File: src/rtl/pe_sad.sv
// pe_sad: systolic SAD processing element with pixel forwarding and selectable distance metric
// Ports: clk, rst_n (async active-low); en_sw/en_tb + pel_sw/pel_tb load the forwarded
// pixel registers nxt_sw/nxt_tb; ad is their distance under the latched mode; start/acc_en
// drive block accumulation into sad, with sad_valid pulsing on completion and busy in ACC.
module pe_sad #(
  parameter int PW   = 8,
  parameter int NPIX = 256,
  parameter int SADW = 16
) (
  input  logic            clk,
  input  logic            rst_n,
  input  logic            en_sw,
  input  logic            en_tb,
  input  logic [PW-1:0]   pel_sw,
  input  logic [PW-1:0]   pel_tb,
  output logic [PW-1:0]   nxt_sw,
  output logic [PW-1:0]   nxt_tb,
  input  logic [1:0]      mode,
  input  logic            start,
  input  logic            acc_en,
  output logic [PW-1:0]   ad,
  output logic [SADW-1:0] sad,
  output logic            sad_valid,
  output logic            busy
);
  localparam int H  = PW / 2;
  localparam int CW = $clog2(NPIX) + 1;
  typedef enum logic {IDLE, ACC} state_t;
  state_t          r_state, w_next;
  logic [PW-1:0]   r_sw, r_tb;
  logic [1:0]      r_mode;
  logic [SADW-1:0] r_sad;
  logic [CW-1:0]   r_count;
  logic            r_valid;
  logic [PW-1:0]   w_full, w_half, w_hyb;
  logic [H-1:0]    w_hs, w_ht;
  logic [1:0]      w_ms, w_mt;
  logic [SADW:0]   w_sum;
  logic [SADW-1:0] w_sat;
  logic            w_last;
  always_comb begin
    w_hs   = r_sw[PW-1:H];
    w_ht   = r_tb[PW-1:H];
    w_ms   = r_sw[PW-1:PW-2];
    w_mt   = r_tb[PW-1:PW-2];
    w_full = r_sw >= r_tb ? r_sw - r_tb : r_tb - r_sw;
    w_half = {{(PW-H){1'b0}}, w_hs >= w_ht ? w_hs - w_ht : w_ht - w_hs};
    w_hyb  = {w_ms >= w_mt ? w_ms - w_mt : w_mt - w_ms, r_sw[PW-3:0] ^ r_tb[PW-3:0]};
    ad     = r_mode == 2'd1 ? w_half : r_mode == 2'd2 ? w_hyb : w_full;
  end
  // one extra bit catches the carry so the sum clamps instead of wrapping
  always_comb begin
    w_sum  = {1'b0, r_sad} + (SADW+1)'(ad);
    w_sat  = w_sum[SADW] ? '1 : w_sum[SADW-1:0];
    w_last = r_state == ACC && acc_en && !start && r_count == CW'(NPIX-1);
  end
  always_ff @(posedge clk or negedge rst_n)
    if (!rst_n) r_state <= IDLE;
    else        r_state <= w_next;
  always_comb
    w_next = start ? ACC : w_last ? IDLE : r_state;
  always_comb
    busy = r_state == ACC;
  always_ff @(posedge clk or negedge rst_n) begin
    if (!rst_n) begin
      r_sw    <= '0;
      r_tb    <= '0;
      r_mode  <= '0;
      r_sad   <= '0;
      r_count <= '0;
      r_valid <= 1'b0;
    end else begin
      if (en_sw) r_sw <= pel_sw;
      if (en_tb) r_tb <= pel_tb;
      r_valid <= w_last;
      if (start) begin
        r_mode  <= mode;
        r_sad   <= '0;
        r_count <= '0;
      end else if (r_state == ACC && acc_en) begin
        r_sad   <= w_sat;
        r_count <= w_last ? r_count : r_count + 1'b1;
      end
    end
  end
  assign nxt_sw    = r_sw;
  assign nxt_tb    = r_tb;
  assign sad       = r_sad;
  assign sad_valid = r_valid;
endmodule

File: config.mk
export PLATFORM = sky130hd
export DESIGN_NAME = pe_sad
export DESIGN_NICKNAME = d
export VERILOG_FILES = /design/src/rtl/pe_sad.sv
export SDC_FILE = /design/constraint.sdc
export NUM_CORES = 1
export LEC_CHECK = 0
export CORE_MARGIN = 4
export CORE_UTILIZATION = 52
export CTS_CLUSTER_DIAMETER = 30
export DETAILED_ROUTE_END_ITERATION = 8
export GPL_TIMING_DRIVEN = 1
export PLACE_DENSITY = 0.81
export REMOVE_ABC_BUFFERS = 1
export SYNTH_ARGS = -nofsm -noshare
export SYNTH_HDL_FRONTEND = slang
export SYNTH_SLANG_ARGS = --single-unit
export TNS_END_PERCENT = 100
File: constraint.sdc
create_clock -name clk -period 4.95 [get_ports clk]
set_input_delay 0.99 -clock clk [delete_from_list [all_inputs] [get_ports clk]]
set_output_delay 0.99 -clock clk [all_outputs]
set_load 0.05 [all_outputs]
==> metrics.md <==
| Metric | Value |
|---|---|
| Post-synth EDFFs | `0` |
| # diodes | `0` |
| CTS Buffer Depth | `2` |
| Share of the synthesized area in the top cell type | `approximately a third` |
| First-pass GRT wire length | `between 10 and 15 mm` |
| CTS buffer count | `5` |
| Minimum clock period | `4.68 ns` |
| CTS tree | `built` |
| Worst VDD drop | `between 0.2 and 0.25 mV` |
| Req. time, crit path | `~4 ns` |
| Unique masters post-synth | `45` |
| Worst hold start | `r_count[4]$_DFFE_PN0P_` |
| Post-route ant nets | `0` |
| GRT Overall Usage | `between 20% and 30%` |
| Hold_buf cts | `0` |
| R2r setup slk | `around 0.48 ns` |
| Startpoint type of the worst setup path | `register` |
| Area of the core | `5990 um2` |
| Filler cells | `~470` |
| Residual DRC | `0` |
| RePlAce Congestion | `around 0.89` |
| Wire per inst | `about 15 um` |
| Register area share after synthesis | `between 30% and 40%` |
| Max Clk Rate | `around 210 MHz` |
| RSZ-0062 raised after global routing | `false` |
| Worst-margin pin slew | `around 1 ns` |
| Count leader, synth | `nand2_1` |
| Placement Setup Slack | `about 0.43 ns` |
| Hold EP | `r_count[4]$_DFFE_PN0P_` |
| Total Die Area | `roughly 7500 um2` |
| Post-layout instance area | `approximately 4000 um2` |
| Cell area after synthesis | `about 3200 um2` |
| Fraction of layout cells with a size suffix above 1 | `between 4 and 5%` |
| Initial antenna violation count | `0` |
| Drt total wl | `7.64 mm` |
| Tightest Hold Check Type | `reg -> reg` |
| Vias per cell | `approximately 5.6` |
| Syn_area_per_cell | `slightly below 9 um2` |
| Die Y | `86.9 um` |
| Final setup violation count | `0` |
| Leading area contributor after synthesis | `dfrtp_1` |
| Vias in the first global route | `roughly 2800` |
| Fin. max-slew vios | `0` |
| Worst R2R End | `sad[6]$_DFFE_PN0P_` |
| Gate count after technology mapping | `368` |
| Period Utilization, post-route | `94.5%` |
| GRT overflow | `0` |
| Area growth syn-to-layout | `24.8%` |
| Synth top area cells | `dfrtp_1 35%, ha_1 11%, nand2_1 5.3%` |
| Reg2reg start | `nxt_sw[0]$_DFFE_PN0P_` |
| WHS Path Cells | `2` |
| Clock-pin transition on the worst setup and hold timing paths | `approximately 0.10 ns` |
| Clock sinks | `45` |
| CP endpoint kind | `primary output` |
| Post-synthesis async set-or-reset flop share | `100%` |
| H-tree depth | `2` |
| # IOs | `66` |
| Slew HR | `33.1%` |
| PostCTS Resize Cnt | `0` |
| Power density cells | `~360 nW/um2` |
| Starting Density | `54.0%` |
| DR vias | `2810` |
| Synthesized flop and latch total | `45` |
| Leakage | `about 1.8 nW` |
| Rows | `28` |
| Router iterations before antenna repair | `4` |
| Root Buffer | `clkbuf_8` |
| Reg2Reg Depth | `18` |
| Yosys warnings | `0` |
| Worst setup path category | `reg -> out` |
| Setup repair bufs after CTS | `0` |
| PnR worst setup slack | `roughly 0.27 ns` |
| Worst Path Arrival | `roughly 3.7 ns` |
| Outcome | `complete, no violations` |
| Max-cap violation count | `0` |
| Die X | `around 87 um` |
| Clk_lat worst skew | `a little over 0.3 ns` |
| Max Clock Skew | `approximately 0.0078 ns` |
| PortBufs | `65` |
| Initial drt markers | `about 220` |
| Main synth FF type | `dfrtp_1` |
| Nets@finish | `about 490` |
| Pin count of the biggest net entering global routing | `46` |
| Synth top cells by count | `46 x nand2_1, 45 x dfrtp_1, 37 x nor2_1` |
| Worst Path Max Fanout | `10` |
| DP Area | `roughly 4000 um2` |
| DP HPWL | `approximately 5.8 mm` |
| Final Hold Viols | `0` |
flip-flops by register name, indices dropped and copies added (netlist names):
name / count
sad: 16
r_count: 9
nxt_sw: 8
nxt_tb: 8
r_mode: 2
busy: 1
sad_valid: 1
stage by stage:
stage                     setup TNS, ns  std cells  total power [W]  hold WS [ns]  util (%)
after CTS                             0        506          0.00144         0.563      67.3
after detailed placement              0        498          0.00119         0.536      65.7
after floorplan                   -6.38        355         0.000966         0.497         -
after global routing                  0        506          0.00153         0.597      67.3
after global placement                0        498          0.00118         0.517      65.7
final                                 0        506          0.00144         0.556      67.3
worst max path at each step:
stage	startpoint	to	slack, ns
6_report	nxt_sw[0]$_DFFE_PN0P_	ad[3]	0.27
5_1_grt	nxt_sw[0]$_DFFE_PN0P_	sad[4]$_DFFE_PN0P_	0.04
4_1_cts	nxt_sw[0]$_DFFE_PN0P_	ad[5]	0.04
3_5_place_dp	nxt_sw[0]$_DFFE_PN0P_	ad[5]	0.43
3_3_place_gp	nxt_sw[0]$_DFFE_PN0P_	ad[5]	0.50
2_1_floorplan	nxt_sw[5]$_DFFE_PN0P_	sad[9]$_DFFE_PN0P_	-0.52
cell families after synthesis:
kind of cell               share of synthesized area, %
DFF                                                34.8
adders and majority gates                          15.8
and+or+nand+nor                                    16.9
buffers and inverters                              5.11
AOI/OAI and AO/OA                                  18.8
xor gates and xnor gates                           4.06
muxes                                              4.45
critical path, stage by stage, from the launching register on:
cell and delay (ns):
dfrtp_1 0.41, inv_1 0.08, ha_1 0.16, inv_1 0.05, fa_1 0.38, nand3_1 0.10, a31oi_1 0.14, nor3_4 0.41
mux2i_1 0.36, maj3_2 0.25, nor2_1 0.04, a211o_2 0.30, clkdlybuf4s50_1 0.71
where the power goes:
part           switching, W  total, W  internal [W]
registers         0.0000351  0.000434      0.000399
logic              0.000469  0.000750      0.000281
clock network      0.000150  0.000252      0.000102
total              0.000654   0.00144      0.000782
cell type report:
class,instances,area [um2],share of cell area (%)
multi-input cells,282,1940,48.1
clock buffers,5,68.8,1.71
well taps,75,93.8,2.33
flip-flops and latches,45,1130,27.9
repair buffers,68,673,16.7
inverters,28,105,2.61
clock inverters,3,25.0,0.620
cells in the final DEF, fill, tap and decap left out, drive strengths merged, types with 7 or more instances in the layout:
cell	count
ha	28
mux2i	11
nand3	8
dfrtp	45
nor2	37
a311oi	9
clkdlybuf4s50	62
fa	7
o21ai	30
inv	29
xor2	10
nand2	46
a21oi	31
layer usage:
| metal | GRT usage (%) | vias up | share of wire (%) |
|---|---|---|---|
| met5 | 0 | - | 0 |
| met4 | 5.95 | 0 | 1.3 |
| met3 | 3.78 | 9 | 6.1 |
| met2 | 33.7 | 82 | 47 |
| met1 | 30.4 | 1317 | 46 |
| li1 | - | 1402 | - |
No activity file was read; power rests on OpenSTA's default activity.
